--- src/rtl/mac_pkg.sv ---
// Shared definitions for the MAC operand feeder: FSM states, mode encodings
// and default widths.
package mac_pkg;

  // Job sequencing states
  typedef enum logic [1:0] {
    ST_IDLE  = 2'd0,
    ST_RUN   = 2'd1,
    ST_DRAIN = 2'd2,
    ST_READ  = 2'd3
  } feeder_state_t;

  // MAC arithmetic mode encodings
  localparam logic MODE_INT  = 1'b0;
  localparam logic MODE_FP16 = 1'b1;

  // Default configuration
  localparam int DEF_DATA_W    = 16;
  localparam int DEF_DEPTH     = 8;
  localparam int DEF_LEN_W     = 8;
  localparam int DEF_DRAIN_CYC = 2;

endpackage

--- src/rtl/mac_pair_fifo.sv ---
// Synchronous FIFO holding operand pairs. First-word fall-through read port:
// rdata always shows the oldest entry. Pointers carry one extra wrap bit so
// full and empty are distinguishable without an occupancy counter.
module mac_pair_fifo #(
  parameter int WIDTH = 32,
  parameter int DEPTH = 8
) (
  input  logic             clk,
  input  logic             rst_n,
  input  logic             push,
  input  logic [WIDTH-1:0] wdata,
  input  logic             pop,
  output logic [WIDTH-1:0] rdata,
  output logic             full,
  output logic             empty
);

  localparam int AW = $clog2(DEPTH);
  localparam logic [AW:0] PTR_ONE = {{AW{1'b0}}, 1'b1};

  logic [AW:0]      wr_ptr_r;
  logic [AW:0]      rd_ptr_r;
  logic [WIDTH-1:0] mem_r [DEPTH];
  logic             do_push_s;
  logic             do_pop_s;

  assign empty = (wr_ptr_r == rd_ptr_r);
  assign full  = (wr_ptr_r[AW] != rd_ptr_r[AW]) &&
                 (wr_ptr_r[AW-1:0] == rd_ptr_r[AW-1:0]);

  // A full FIFO refuses pushes even when a pop happens in the same cycle
  assign do_push_s = push && !full;
  assign do_pop_s  = pop && !empty;
  assign rdata     = mem_r[rd_ptr_r[AW-1:0]];

  // Advance read and write pointers
  always_ff @(posedge clk or negedge rst_n) begin
    if (!rst_n) begin
      wr_ptr_r <= {(AW+1){1'b0}};
      rd_ptr_r <= {(AW+1){1'b0}};
    end else begin
      if (do_push_s) begin
        wr_ptr_r <= wr_ptr_r + PTR_ONE;
      end
      if (do_pop_s) begin
        rd_ptr_r <= rd_ptr_r + PTR_ONE;
      end
    end
  end

  // Payload storage; contents are don't-care until written
  always_ff @(posedge clk) begin
    if (do_push_s) begin
      mem_r[wr_ptr_r[AW-1:0]] <= wdata;
    end
  end

endmodule

--- src/rtl/mac_operand_feeder.sv ---
// Operand feeder for the INT/FP16 MAC: queues operand pairs, streams a
// programmed number of them into the MAC one per cycle, waits for the MAC
// pipeline to drain, then strobes mac_read.
// Optional build macro: MAC_FEEDER_ZERO_SKIP_EN -- pairs with a zero operand
// are consumed and counted but issued with mac_valid low.
module mac_operand_feeder
  import mac_pkg::*;
#(
  parameter int DATA_W    = DEF_DATA_W,
  parameter int DEPTH     = DEF_DEPTH,
  parameter int LEN_W     = DEF_LEN_W,
  parameter int DRAIN_CYC = DEF_DRAIN_CYC
) (
  input  logic              clk,
  input  logic              rst_n,
  input  logic              s_valid,
  output logic              s_ready,
  input  logic [DATA_W-1:0] s_a,
  input  logic [DATA_W-1:0] s_b,
  input  logic              start,
  input  logic [LEN_W-1:0]  vec_len,
  input  logic              mode_in,
  output logic              busy,
  output logic              done,
  output logic              mac_enable,
  output logic              mac_valid,
  output logic              mac_read,
  output logic              mac_mode,
  output logic [DATA_W-1:0] mac_a,
  output logic [DATA_W-1:0] mac_b
);

  localparam int DCW = $clog2(DRAIN_CYC + 1);
  // Drain is entered on the final pop, so the first drain cycle overlaps the
  // last mac_valid; counting one extra cycle puts mac_read DRAIN_CYC+1
  // cycles after that valid.
  localparam logic [DCW-1:0]   DRAIN_LAST = DCW'(DRAIN_CYC);
  localparam logic [DCW-1:0]   DC_ONE     = {{(DCW-1){1'b0}}, 1'b1};
  localparam logic [LEN_W-1:0] LEN_ONE    = {{(LEN_W-1){1'b0}}, 1'b1};

  feeder_state_t state_r, state_nxt;
  logic [LEN_W-1:0]  cnt_r, cnt_nxt, cnt_inc_s;
  logic [LEN_W-1:0]  len_r, len_nxt;
  logic [DCW-1:0]    drain_r, drain_nxt;
  logic              mode_r, mode_nxt;
  logic              zero_job_r, zero_job_nxt;

  logic              fifo_full_s, fifo_empty_s;
  logic [2*DATA_W-1:0] fifo_rdata_s;
  logic              push_s, pop_s, issue_s;
  logic [DATA_W-1:0] pop_a_s, pop_b_s;

  logic              busy_r, done_r, enable_r, valid_r, read_r;
  logic [DATA_W-1:0] a_r, b_r;

  assign s_ready    = !fifo_full_s;
  assign push_s     = s_valid && !fifo_full_s;
  assign pop_a_s    = fifo_rdata_s[2*DATA_W-1:DATA_W];
  assign pop_b_s    = fifo_rdata_s[DATA_W-1:0];
  assign cnt_inc_s  = cnt_r + LEN_ONE;

  assign busy       = busy_r;
  assign done       = done_r;
  assign mac_enable = enable_r;
  assign mac_valid  = valid_r;
  assign mac_read   = read_r;
  assign mac_mode   = mode_r;
  assign mac_a      = a_r;
  assign mac_b      = b_r;

  mac_pair_fifo #(
    .WIDTH (2 * DATA_W),
    .DEPTH (DEPTH)
  ) u_fifo (
    .clk   (clk),
    .rst_n (rst_n),
    .push  (push_s),
    .wdata ({s_a, s_b}),
    .pop   (pop_s),
    .rdata (fifo_rdata_s),
    .full  (fifo_full_s),
    .empty (fifo_empty_s)
  );

`ifdef MAC_FEEDER_ZERO_SKIP_EN
  // FP16 ignores the sign bit so both +0 and -0 count as zero
  function automatic logic op_is_zero(input logic [DATA_W-1:0] op, input logic mode);
    logic z;
    if (mode == MODE_FP16) begin
      z = (op[DATA_W-2:0] == {(DATA_W-1){1'b0}});
    end else begin
      z = (op == {DATA_W{1'b0}});
    end
    return z;
  endfunction
`endif

  // Decide whether the pair popped this cycle is presented to the MAC
  always_comb begin
    issue_s = 1'b0;
`ifdef MAC_FEEDER_ZERO_SKIP_EN
    if (pop_s && (op_is_zero(pop_a_s, mode_r) || op_is_zero(pop_b_s, mode_r))) begin
      issue_s = 1'b0;
    end else begin
      issue_s = pop_s;
    end
`else
    issue_s = pop_s;
`endif
  end

  // Next-state, counter and pop control for the job sequencer
  always_comb begin
    state_nxt    = state_r;
    cnt_nxt      = cnt_r;
    len_nxt      = len_r;
    drain_nxt    = drain_r;
    mode_nxt     = mode_r;
    zero_job_nxt = zero_job_r;
    pop_s        = 1'b0;
    case (state_r)
      ST_IDLE: begin
        if (start) begin
          cnt_nxt   = {LEN_W{1'b0}};
          drain_nxt = {DCW{1'b0}};
          if (vec_len != {LEN_W{1'b0}}) begin
            len_nxt      = vec_len;
            mode_nxt     = mode_in;
            zero_job_nxt = 1'b0;
            state_nxt    = ST_RUN;
          end else begin
            zero_job_nxt = 1'b1;
            state_nxt    = ST_READ;
          end
        end else begin
          state_nxt = ST_IDLE;
        end
      end
      ST_RUN: begin
        if (!fifo_empty_s) begin
          pop_s   = 1'b1;
          cnt_nxt = cnt_inc_s;
          if (cnt_inc_s == len_r) begin
            drain_nxt = {DCW{1'b0}};
            state_nxt = ST_DRAIN;
          end else begin
            state_nxt = ST_RUN;
          end
        end else begin
          state_nxt = ST_RUN;
        end
      end
      ST_DRAIN: begin
        if (drain_r == DRAIN_LAST) begin
          state_nxt = ST_READ;
        end else begin
          drain_nxt = drain_r + DC_ONE;
        end
      end
      ST_READ: begin
        state_nxt = ST_IDLE;
      end
      default: begin
        state_nxt = ST_IDLE;
      end
    endcase
  end

  // Sequencer state and job bookkeeping registers
  always_ff @(posedge clk or negedge rst_n) begin
    if (!rst_n) begin
      state_r    <= ST_IDLE;
      cnt_r      <= {LEN_W{1'b0}};
      len_r      <= {LEN_W{1'b0}};
      drain_r    <= {DCW{1'b0}};
      mode_r     <= MODE_INT;
      zero_job_r <= 1'b0;
    end else begin
      state_r    <= state_nxt;
      cnt_r      <= cnt_nxt;
      len_r      <= len_nxt;
      drain_r    <= drain_nxt;
      mode_r     <= mode_nxt;
      zero_job_r <= zero_job_nxt;
    end
  end

  // Registered MAC-side and status outputs, aligned with the next state
  always_ff @(posedge clk or negedge rst_n) begin
    if (!rst_n) begin
      busy_r   <= 1'b0;
      enable_r <= 1'b0;
      done_r   <= 1'b0;
      read_r   <= 1'b0;
      valid_r  <= 1'b0;
      a_r      <= {DATA_W{1'b0}};
      b_r      <= {DATA_W{1'b0}};
    end else begin
      busy_r   <= (state_nxt != ST_IDLE);
      enable_r <= busy_r;
      done_r   <= (state_nxt == ST_READ);
      read_r   <= (state_nxt == ST_READ) && !zero_job_nxt;
      valid_r  <= issue_s;
      if (pop_s) begin
        a_r <= pop_a_s;
        b_r <= pop_b_s;
      end
    end
  end

endmodule

--- config.mk ---
export PLATFORM = sky130hd
export DESIGN_NAME = mac_operand_feeder
export DESIGN_NICKNAME = d
export VERILOG_FILES = /design/src/rtl/mac_pkg.sv /design/src/rtl/mac_pair_fifo.sv /design/src/rtl/mac_operand_feeder.sv
export SDC_FILE = /design/constraint.sdc
export NUM_CORES = 1
export LEC_CHECK = 0
export ABC_AREA = 1
export BUFFER_PORTS_ARGS = -buffer_cell sky130_fd_sc_hd__buf_2
export CAP_MARGIN = 0
export CELL_PAD_IN_SITES_DETAIL_PLACEMENT = 1
export CELL_PAD_IN_SITES_GLOBAL_PLACEMENT = 2
export CORE_MARGIN = 4
export CORE_UTILIZATION = 30
export DETAILED_ROUTE_END_ITERATION = 16
export PLACE_DENSITY_LB_ADDON = 0.1
export SLEW_MARGIN = 20
export SYNTH_ARGS = -nofsm -noshare
export SYNTH_HDL_FRONTEND = slang
export SYNTH_SLANG_ARGS = --single-unit
--- constraint.sdc ---
create_clock -name clk -period 4 [get_ports clk]
set_input_delay 1 -clock clk [delete_from_list [all_inputs] [get_ports clk]]
set_output_delay 1 -clock clk [all_outputs]
set_load 0.02 [all_outputs]
==> impl_metrics.env, run 1 <==
export IMPL_ir_worst_vdd_mv=0.370
export IMPL_min_to="mac_enable$_DFF_PN0_"
export IMPL_grt_use_met1_pct=20.5
export IMPL_yosys_area_share_simple_pct=12.7
export IMPL_drtPass1Iterations=4
export IMPL_final_nets=1161
export IMPL_setup_tns_ns=0
export IMPL_cts_root_buf="clkbuf_16"
export IMPL_initial_core_util_pct=30.3
export IMPL_grt_util_met2_pct=25.1
export IMPL_cts_buffers=39
export IMPL_fin_crit_sh_pct=74.0
export IMPL_cp_cell_sequence="xnor2_1 -> nand2_1 -> nor2_1 -> nand2_1 -> buf_2"
export IMPL_period_minus_slack_ns=2.96
export IMPL_hp_class="reg -> reg"
export IMPL_ff2ff_setup_slack_ns=1.22
export IMPL_drc=0
export IMPL_yosys_warnings=0
export IMPL_rsz0062_at_grt="false"
export IMPL_drt_total_wl_um=34000
export IMPL_ant_nets=0
export IMPL_htree_levels=2
export IMPL_use_met3_pct=2.69
export IMPL_grt_max_degree=92
export IMPL_min_from="busy$_DFF_PN0_"
export IMPL_synth_top_family_by_area="simple AND/OR/NAND/NOR gates"
export IMPL_clock_fmax_mhz=338
export IMPL_syn_area_per_cell_um2=12.4
export IMPL_die_area_um2=45700
export IMPL_endpoint_kind="output pin"
export IMPL_max_stage_delay_ns=0.64
export IMPL_power_leakage_nw=5.46
export IMPL_clk_latency_ns=0.54
export IMPL_final_util_pct=35.8
export IMPL_cts_setup_buffers=0
export IMPL_grt_first_pass_wirelength_um=52500
export IMPL_fillers=4456
export IMPL_cts_hold_buf=0
export IMPL_post_drt_wl_per_cell_um=20.3
export IMPL_hold_viol_final=0
export IMPL_synth_area_um2=12700
export IMPL_worstReg2RegStart="u_fifo.rd_ptr_r[0]$_DFFE_PN0P_"
export IMPL_hold_path_depth=0
export IMPL_n_antenna_cell=0
export IMPL_maxSlewViolCount=0
export IMPL_grt_overflow=0
export IMPL_place_hpwl_um=19700
export IMPL_synthXorXnorAreaFrac_pct=0.759
export IMPL_dieWidth_um=214
export IMPL_grt_busiest_layer="met2"
export IMPL_yosys_register_bits=323
export IMPL_finClkSkew_ns=0.0111
export IMPL_core_area_um2=41900
export IMPL_crit_buf_inv=1
export IMPL_synth_compound_area_share_pct=8.32
export IMPL_power_density_nw_per_um2=796
export IMPL_regArea_um2=9370
export IMPL_critPathArrivalTime_ns=1.96
export IMPL_synth_edf_count=256
export IMPL_outcome="completed"
export IMPL_tightestPinTransition_ns=0.957
export IMPL_multiInputGateArea_um2=3030
export IMPL_drive_gt1_share_pct=15.6
export IMPL_worst_path_max_delay_cell="dfrtp_4"
export IMPL_grt_pass1_vias=8611
export IMPL_final_cell_mix="edfxtp_1 (256), nand2_1 (177), nor2_1 (120)"
export IMPL_io_pins=84
export IMPL_synth_mux_area_share_pct=1.18
export IMPL_cp_common_cell="nand2_1"
export IMPL_path_max_fanout=35
export IMPL_cpLargestDelayFamily="flip-flops"
export IMPL_async_flop_share_pct=20.7
export IMPL_track_usage_pct=15.1
export IMPL_synth_cells=1020
export IMPL_synthAdderAreaFrac_pct=0.394
export IMPL_die_h_um=214
export IMPL_cts_tree="yes"
export IMPL_clk_path_buf_depth=3
export IMPL_globalplace_congestion=0.710
export IMPL_final_common_cell="edfxtp_1"
export IMPL_antenna_found_initial=0
export IMPL_num_rows=75
export IMPL_clk_pin_slew_ns=0.05
export IMPL_viasPerCell=4.81
export IMPL_syn_num_nets=1069
export IMPL_portBuffers=83
export IMPL_reg2reg_depth=9
export IMPL_setup_viol=0
export IMPL_cts_sinks=323
export IMPL_cp_start_kind="register"
export IMPL_synthFlopType="edfxtp_1"
export IMPL_required_ns=3.00
export IMPL_ys_seq_area_share_pct=73.8
export IMPL_rr_endpoint="u_fifo.mem_r[3][3]$_DFFE_PP_"
export IMPL_ctsResizeCount=0
export IMPL_drt_iter0_drc=373
export IMPL_num_vias=8083
export IMPL_relSlewSlack_pct=36.0
export IMPL_maxCapViolations=0
export IMPL_syn_to_final_growth_pct=18.1
export IMPL_ys_types=31
export IMPL_crit_type="reg -> out"
-- through the flow --
| stage | power (mW) | instances | worst slack (ns) | area, um^2 | hold WS [ns] |
|---|---|---|---|---|---|
| 2_1_floorplan | 7.33 | 1020 | 0.826 | 12700 | 0.459 |
| 3_3_place_gp | 8.85 | 1610 | 1.14 | 13800 | 0.351 |
| 3_5_place_dp | 8.89 | 1610 | 1.09 | 13800 | 0.361 |
| 4_1_cts | 12.2 | 1680 | 0.975 | 15000 | 0.372 |
| 5_1_grt | 12.8 | 1680 | 0.896 | 15000 | 0.385 |
| 6_report | 11.9 | 1680 | 1.04 | 15000 | 0.366 |
-- logic make-up after synthesis --
family / Yosys count
AND/OR/NAND/NOR: 391
flip-flops: 323
buffers and inverters: 90
multiplexers: 15
AO/OA/AOI/OAI: 186
XOR/XNOR: 11
adder cells (fa/ha/maj): 4
-- power by group --
part	switching, mW	internal, mW	leakage [nW]
Combinational	2.79	1.14	1.76
Sequential	0.333	4.41	3.14
Clock	1.36	1.90	0.566
Total	4.48	7.45	5.46
-- cell type report --
class	instances	area share (%)
inverters	38	0.960
multi-input cells	607	20.2
clock buffers	60	7.38
repair buffers	103	4.04
clock inverters	10	0.392
flip-flops and latches	323	62.5
well taps	539	4.50
-- flip-flops by register name (all words and copies together), names as in the netlist --
signal	flops
zero_job_r	1
mac_b	16
mac_read	1
state_r	2
u_fifo.rd_ptr_r	4
u_fifo.mem_r	256
len_r	8
done	1
drain_r	2
mac_valid	1
mac_mode	1
cnt_r	8
mac_a	16
busy	1
mac_enable	1
u_fifo.wr_ptr_r	4
-- layer usage --
layer | part of all wire (%) | wire [um]
met3 | 3.2 | 1100
met4 | 1.9 | 640
met2 | 48 | 16300
met5 | 0 | 0
met1 | 47 | 16000
-- cell usage after synthesis (15+ instances only) --
cell type	count	area (um^2)
edfxtp_1	256	7690
nand2_1	177	664
nor2_1	128	480
o21ai_0	112	561
dfrtp_1	67	1680
nand3_1	67	335
inv_1	36	135
o22ai_1	35	219
clkbuf_1	32	120
a31oi_1	17	106
buf_2	16	80.1
mux2i_1	15	150
o221ai_1	15	131
-- worst max path at each step --
stage / start / endpoint / slack (ns) / cells after the start
2_1_floorplan: s_valid / u_fifo.mem_r[0][0]$_DFFE_PP_ / 0.83 / 3
3_3_place_gp: s_valid / u_fifo.mem_r[1][11]$_DFFE_PP_ / 1.14 / 6
3_5_place_dp: s_valid / u_fifo.mem_r[3][5]$_DFFE_PP_ / 1.09 / 6
4_1_cts: u_fifo.rd_ptr_r[0]$_DFFE_PN0P_ / s_ready / 0.97 / 5
5_1_grt: u_fifo.rd_ptr_r[0]$_DFFE_PN0P_ / s_ready / 0.90 / 5
6_report: u_fifo.rd_ptr_r[0]$_DFFE_PN0P_ / s_ready / 1.04 / 5
Power figures use the tool's default switching activity.
==> run 2, diff against run 1 <==
- clock period: 4 -> 2.95 ns (I/O delays scaled with it)
==> run 2 against run 1 <==
Compared with the run above: hold slack got worse by 0.21 ns; final cell count is 1.1% higher; clock skew is 0.0050 ns higher; clock power rose by 33%; core utilization increased by 0.21 points; combinational power is 42% higher; global-route usage grew 0.61 points; die area stayed put; sequential cell count is the same; routed wire length grew 3.6%; total power grew 37%; final area increased by 0.59%.
==> impl_metrics.env, run 2 (synthesis results as in run 1) <==
export IMPL_critPathArrivalTime_ns=1.73
export IMPL_maxCapViolations=0
export IMPL_post_drt_wl_per_cell_um=20.8
export IMPL_max_stage_delay_ns=0.50
export IMPL_worstReg2RegStart="u_fifo.rd_ptr_r[0]$_DFFE_PN0P_"
export IMPL_cts_root_buf="clkbuf_16"
export IMPL_ant_nets=0
export IMPL_cpLargestDelayFamily="flip-flops"
export IMPL_largest_reg_flops=256
export IMPL_num_rows=75
export IMPL_clock_fmax_mhz=406
export IMPL_placed_area_um2=13900
export IMPL_grt_overflow=0
export IMPL_drtPass1Iterations=5
export IMPL_maxSlewViolCount=0
export IMPL_period_minus_slack_ns=2.46
export IMPL_cts_tree="yes"
export IMPL_syn_to_final_growth_pct=18.8
export IMPL_fillers=4520
export IMPL_hp_class="in -> async"
export IMPL_clk_latency_ns=0.55
export IMPL_cts_buffers=38
export IMPL_ir_worst_vdd_mv=0.408
export IMPL_power_density_nw_per_um2=1080
export IMPL_drt_total_wl_um=35300
export IMPL_crit_type="reg -> out"
export IMPL_power_leakage_nw=5.54
export IMPL_final_cell_mix="edfxtp_1 (256), nand2_1 (177), nor2_1 (120)"
export IMPL_final_cell_area_um2=15100
export IMPL_rr_endpoint="u_fifo.mem_r[3][14]$_DFFE_PP_"
export IMPL_power_mw=16.3
export IMPL_cp_cell_sequence="xnor2_1 -> nand2_1 -> nor2_1 -> nand2_1 -> buf_2"
export IMPL_io_pins=84
export IMPL_final_nets=1178
export IMPL_globalplace_congestion=0.701
export IMPL_clk_path_buf_depth=3
export IMPL_hold_slack_ns=0.161
export IMPL_cts_hold_buf=0
export IMPL_grt_pass1_vias=8536
export IMPL_tightestPinTransition_ns=0.969
export IMPL_worst_path_max_delay_cell="dfrtp_4"
export IMPL_final_util_pct=36.0
export IMPL_cp_common_cell="nand2_1"
export IMPL_finClkSkew_ns=0.0160
export IMPL_fin_crit_sh_pct=83.5
export IMPL_reg2reg_depth=9
export IMPL_setup_viol=0
export IMPL_drt_iter0_drc=378
export IMPL_cts_setup_buffers=0
export IMPL_ff2ff_setup_slack_ns=0.75
export IMPL_setup_tns_ns=0
export IMPL_crit_buf_inv=1
export IMPL_crit_start="u_fifo.rd_ptr_r[0]$_DFFE_PN0P_"
export IMPL_core_area_um2=41900
export IMPL_required_ns=2.21
export IMPL_drc=0
export IMPL_rsz0062_at_grt="false"
export IMPL_dieWidth_um=214
export IMPL_initial_core_util_pct=30.3
export IMPL_antenna_found_initial=0
export IMPL_htree_levels=2
export IMPL_grt_max_degree=78
export IMPL_cp_start_kind="register"
export IMPL_clk_pin_slew_ns=0.06
export IMPL_relSlewSlack_pct=35.4
export IMPL_place_hpwl_um=22100
export IMPL_num_vias=8166
export IMPL_grt_first_pass_wirelength_um=53800
export IMPL_outcome="completed"
export IMPL_track_usage_pct=15.7
export IMPL_path_max_fanout=4
export IMPL_n_antenna_cell=0
export IMPL_drive_gt1_share_pct=17.0
export IMPL_worst_path_stages=5
export IMPL_portBuffers=83
export IMPL_hold_viol_final=0
export IMPL_endpoint_kind="output pin"
export IMPL_cts_sinks=323
export IMPL_final_common_cell="edfxtp_1"
export IMPL_cp_endpoint="s_ready"
export IMPL_viasPerCell=4.81
export IMPL_die_h_um=214
export IMPL_die_area_um2=45700
export IMPL_ctsResizeCount=0
-- run 2: cell types whose count changed in the layout (fill, tap and decap cells not counted) --
| cell | before | now |
|---|---|---|
| clkbuf_1 | 17 | 12 |
| inv_2 | 2 | 1 |
| buf_4 | 18 | 37 |
| inv_1 | 34 | 35 |
| clkbuf_16 | 40 | 38 |
| clkinv_2 | 4 | 7 |
| clkinv_1 | 6 | 9 |
| buf_12 | 3 | 2 |
| inv_6 | 1 | 2 |
-- run 2: layout make-up --
| type | count | area, um^2 | area share [%] |
|---|---|---|---|
| sequential | 323 | 9370 | 62.1 |
| multi-input combinational | 607 | 3030 | 20.1 |
| clock buffer | 53 | 1040 | 6.88 |
| timing repair buffer | 121 | 728 | 4.83 |
| tap | 539 | 674 | 4.47 |
| inverter | 38 | 144 | 0.954 |
| clock inverter | 17 | 93.8 | 0.622 |
-- run 2: routing by layer --
layer	up-vias	global-route usage [%]	wire, um
met1	4132	22.5	17200
met5	-	0	0
met3	51	2.30	951
met4	0	4.39	748
li1	3877	-	-
met2	106	25.1	16300
-- run 2: worst register-to-register path, stage by stage, from the launching register on --
cell,delay [ns]
dfrtp_4,0.50
xnor2_1,0.13
nand2_1,0.06
nor2_1,0.06
nand2_1,0.08
nand2_1,0.10
inv_1,0.12
nand2_1,0.25
nor2_4,0.17
buf_4,0.38
-- run 2: how the worst min path moves through the flow --
stage	start	end	slack, ns	depth (start not counted)
floorplan	rst_n	busy$_DFF_PN0_	0.44	0
global placement	busy$_DFF_PN0_	mac_enable$_DFF_PN0_	0.35	0
CTS	rst_n	mac_mode$_DFFE_PN0P_	0.16	1
detailed placement	busy$_DFF_PN0_	mac_enable$_DFF_PN0_	0.37	0
finish	rst_n	mac_mode$_DFFE_PN0P_	0.16	1
global route	rst_n	mac_mode$_DFFE_PN0P_	0.18	1
-- run 2: metrics by stage --
step | setup WS [ns] | std cells
after floorplan | -0.0995 | 1020
after global placement | 0.464 | 1628
after detailed placement | 0.447 | 1628
after CTS | 0.447 | 1698
after global routing | 0.342 | 1698
final | 0.487 | 1698
-- run 2: where the power goes --
group | internal [mW] | switching, mW
Combinational | 1.66 | 3.92
Clock | 2.46 | 1.87
Sequential | 5.97 | 0.419
Total | 10.1 | 6.21
==> run 3, diff against run 2 <==
- ABC_AREA: 1 -> 0
- clock period: 2.95 -> 2.3 ns (I/O delays scaled with it)
==> run 3 against run 2 <==
Compared with the run above: clock power increased by 32%; area after synthesis decreased by 0.28%; register-to-register slack got worse by 0.64 ns; final area increased by 2.0%; largest cell class unchanged; highest routed layer is now met5.
==> impl_metrics.env, run 3 <==
export IMPL_final_nets=848
export IMPL_synth_most_common_cell="edfxtp_1"
export IMPL_cpLargestDelayFamily="flip-flops"
export IMPL_drc=0
export IMPL_worst_path_stages=4
export IMPL_yosys_top_cells_count="edfxtp_1 (256), dfrtp_1 (67), mux4_2 (64)"
export IMPL_clk_path_buf_depth=3
export IMPL_largest_reg_flops=256
export IMPL_fillers=4077
export IMPL_pre_cts_ws_ns=0.0653
export IMPL_cp_cell_sequence="xnor2_4 -> nand4_1 -> buf_4 -> buf_6"
export IMPL_outcome="completed"
export IMPL_maxSlewViolCount=0
export IMPL_clk_latency_ns=0.54
export IMPL_synth_area_top_cells="edfxtp_1 (61%), dfrtp_1 (13%), mux4_2 (11%)"
export IMPL_p_sw_share_pct=32.9
export IMPL_reg2reg_depth=9
export IMPL_fin_ws_ns=0.0712
export IMPL_grt_max_degree=68
export IMPL_tightestPinTransition_ns=0.790
export IMPL_required_ns=1.73
export IMPL_hold_viol_final=0
export IMPL_cp_start_kind="register"
export IMPL_grt_first_pass_wirelength_um=46500
export IMPL_power_frac_seq_pct=39.6
export IMPL_fin_crit_sh_pct=96.9
export IMPL_cts_root_buf="clkbuf_16"
export IMPL_rr_endpoint="u_fifo.mem_r[5][12]$_DFFE_PP_"
export IMPL_synth_area_um2=12700
export IMPL_antenna_found_initial=1
export IMPL_dieWidth_um=213
export IMPL_cts_buffers=38
export IMPL_hp_class="in -> reg"
export IMPL_path_max_fanout=2
export IMPL_cts_tree="yes"
export IMPL_final_cell_mix="edfxtp_1 (256), buf_2 (81), mux4_2 (64)"
export IMPL_synth_edf_count=256
export IMPL_ys_types=62
export IMPL_num_rows=74
export IMPL_max_stage_delay_ns=0.50
export IMPL_power_leakage_nw=5.47
export IMPL_p_switching_mw=6.88
export IMPL_cts_sinks=323
export IMPL_final_common_cell="edfxtp_1"
export IMPL_regArea_um2=9370
export IMPL_grt_overflow=0
export IMPL_async_flop_share_pct=20.7
export IMPL_globalplace_congestion=0.778
export IMPL_place_hpwl_um=17900
export IMPL_maxCapViolations=0
export IMPL_drt_iter0_drc=263
export IMPL_htree_levels=2
export IMPL_drive_gt1_share_pct=33.5
export IMPL_grt_pass1_vias=7470
export IMPL_n_antenna_cell=0
export IMPL_worstReg2RegStart="u_fifo.rd_ptr_r[1]$_DFFE_PN0P_"
export IMPL_num_vias=6515
export IMPL_die_h_um=213
export IMPL_crit_buf_inv=2
export IMPL_yosysTopAreaCellShare_pct=60.7
export IMPL_ys_seq_area_share_pct=74.0
export IMPL_p_comb_share_pct=33.0
export IMPL_clk_pin_slew_ns=0.06
export IMPL_clock_power_share_pct=27.3
export IMPL_io_pins=84
export IMPL_core_area_um2=41300
export IMPL_syn_to_final_growth_pct=21.4
export IMPL_multiInputGateArea_um2=3280
export IMPL_track_usage_pct=13.6
export IMPL_ir_worst_vdd_mv=0.714
export IMPL_endpoint_kind="output pin"
export IMPL_setup_tns_ns=0
export IMPL_viasPerCell=4.79
export IMPL_intPower_mw=14.1
export IMPL_setup_viol=0
export IMPL_relSlewSlack_pct=47.4
export IMPL_drt_total_wl_um=30100
export IMPL_post_drt_wl_per_cell_um=22.1
export IMPL_portBuffers=83
export IMPL_ant_nets=0
export IMPL_yosys_register_bits=323
export IMPL_synthFlopType="edfxtp_1"
export IMPL_period_minus_slack_ns=2.23
export IMPL_crit_start="u_fifo.rd_ptr_r[0]$_DFFE_PN0P_"
export IMPL_power_density_nw_per_um2=1360
export IMPL_crit_type="reg -> out"
export IMPL_initial_core_util_pct=30.7
export IMPL_finClkSkew_ns=0.0180
export IMPL_worst_path_max_delay_cell="dfrtp_4"
export IMPL_synth_cells=671
export IMPL_rsz0062_at_grt="true"
export IMPL_critPathArrivalTime_ns=1.65
export IMPL_clock_fmax_mhz=449
export IMPL_syn_area_per_cell_um2=18.9
export IMPL_yosys_warnings=0
export IMPL_syn_num_nets=720
export IMPL_drtPass1Iterations=4
export IMPL_synth_top_area_cell="edfxtp_1"
export IMPL_die_area_um2=45600
export IMPL_ff2ff_setup_slack_ns=0.11
export IMPL_cp_endpoint="s_ready"
## run 3: power groups by stage
stage | Sequential (mW) | Clock (mW) | Combinational (mW)
final | 8.30 | 5.72 | 6.92
after CTS | 8.33 | 5.94 | 7.11
after floorplan | 8.56 | 0 | 4.50
after detailed placement | 8.44 | 0 | 6.92
after global placement | 8.36 | 0 | 6.85
after global routing | 8.44 | 6.22 | 7.63
## run 3: routing by layer
layer	up-vias	global-route usage, %	share of wire (%)
met5	-	0	0.043
met3	42	3.28	4.3
met2	112	23.3	50
met4	2	3.31	1.8
li1	2922	-	-
met1	3437	17.6	43
## run 3: final cells by class
class                           count  area share (%)
Multi-Input combinational cell    308            21.4
Inverter                            5           0.122
Timing Repair Buffer              123            5.53
Tap cell                          532            4.33
Sequential cell                   323            61.0
Clock inverter                     15           0.887
Clock buffer                       55            6.80
## run 3: metrics by stage
stage | power (mW) | instances | utilization (%) | hold slack [ns] | instance area (um^2)
floorplan | 13.1 | 671 | - | 0.279 | 12800
global placement | 15.2 | 1283 | 34.1 | 0.357 | 14100
detailed placement | 15.4 | 1283 | 34.1 | 0.357 | 14100
CTS | 21.4 | 1361 | 37.1 | 0.229 | 15300
global route | 22.3 | 1361 | 37.2 | 0.264 | 15400
finish | 20.9 | 1361 | 37.2 | 0.267 | 15400
## run 3: worst min-delay path by stage
| stage | start | endpoint | slack (ns) | depth (start not counted) |
|---|---|---|---|---|
| global placement | busy$_DFF_PN0_ | mac_enable$_DFF_PN0_ | 0.36 | 0 |
| global route | vec_len[6] | len_r[6]$_DFFE_PN0P_ | 0.26 | 2 |
| detailed placement | busy$_DFF_PN0_ | mac_enable$_DFF_PN0_ | 0.36 | 0 |
| floorplan | rst_n | busy$_DFF_PN0_ | 0.28 | 0 |
| finish | vec_len[0] | len_r[0]$_DFFE_PN0P_ | 0.27 | 3 |
| CTS | vec_len[0] | len_r[0]$_DFFE_PN0P_ | 0.23 | 3 |
## run 3: repair_timing
| item | 4_1_cts | 5_1_grt |
|---|---|---|
| pin swaps | 3 | 1 |
| gates cloned | 0 | 0 |
| setup buffers | 7 | 0 |
| hold buffers | 1 | 0 |
| gates resized for setup | 3 | 9 |
| endpoints found under the setup margin | 1 | 38 |
| endpoints found under the hold margin | 17 | 0 |
## run 3: cells by family (layout without fill, tap and decap cells)
kind of cell	Yosys count	after routing	share of synthesized area, %
AOI/OAI and AO/OA	70	70	3.66
xor gates and xnor gates	20	20	1.38
adders and majority gates	4	4	0.395
buffers and inverters	40	198	1.52
DFF	323	323	74.0
muxes	106	106	14.8
and+or+nand+nor	108	108	4.29
## run 3: worst reg2reg max path, delay by kind of cell (launching register included)
family / cells / cell delay [ns]
buf+inv: 5 / 0.73
flops: 1 / 0.50
simple gates: 3 / 0.48
xor+xnor: 1 / 0.13
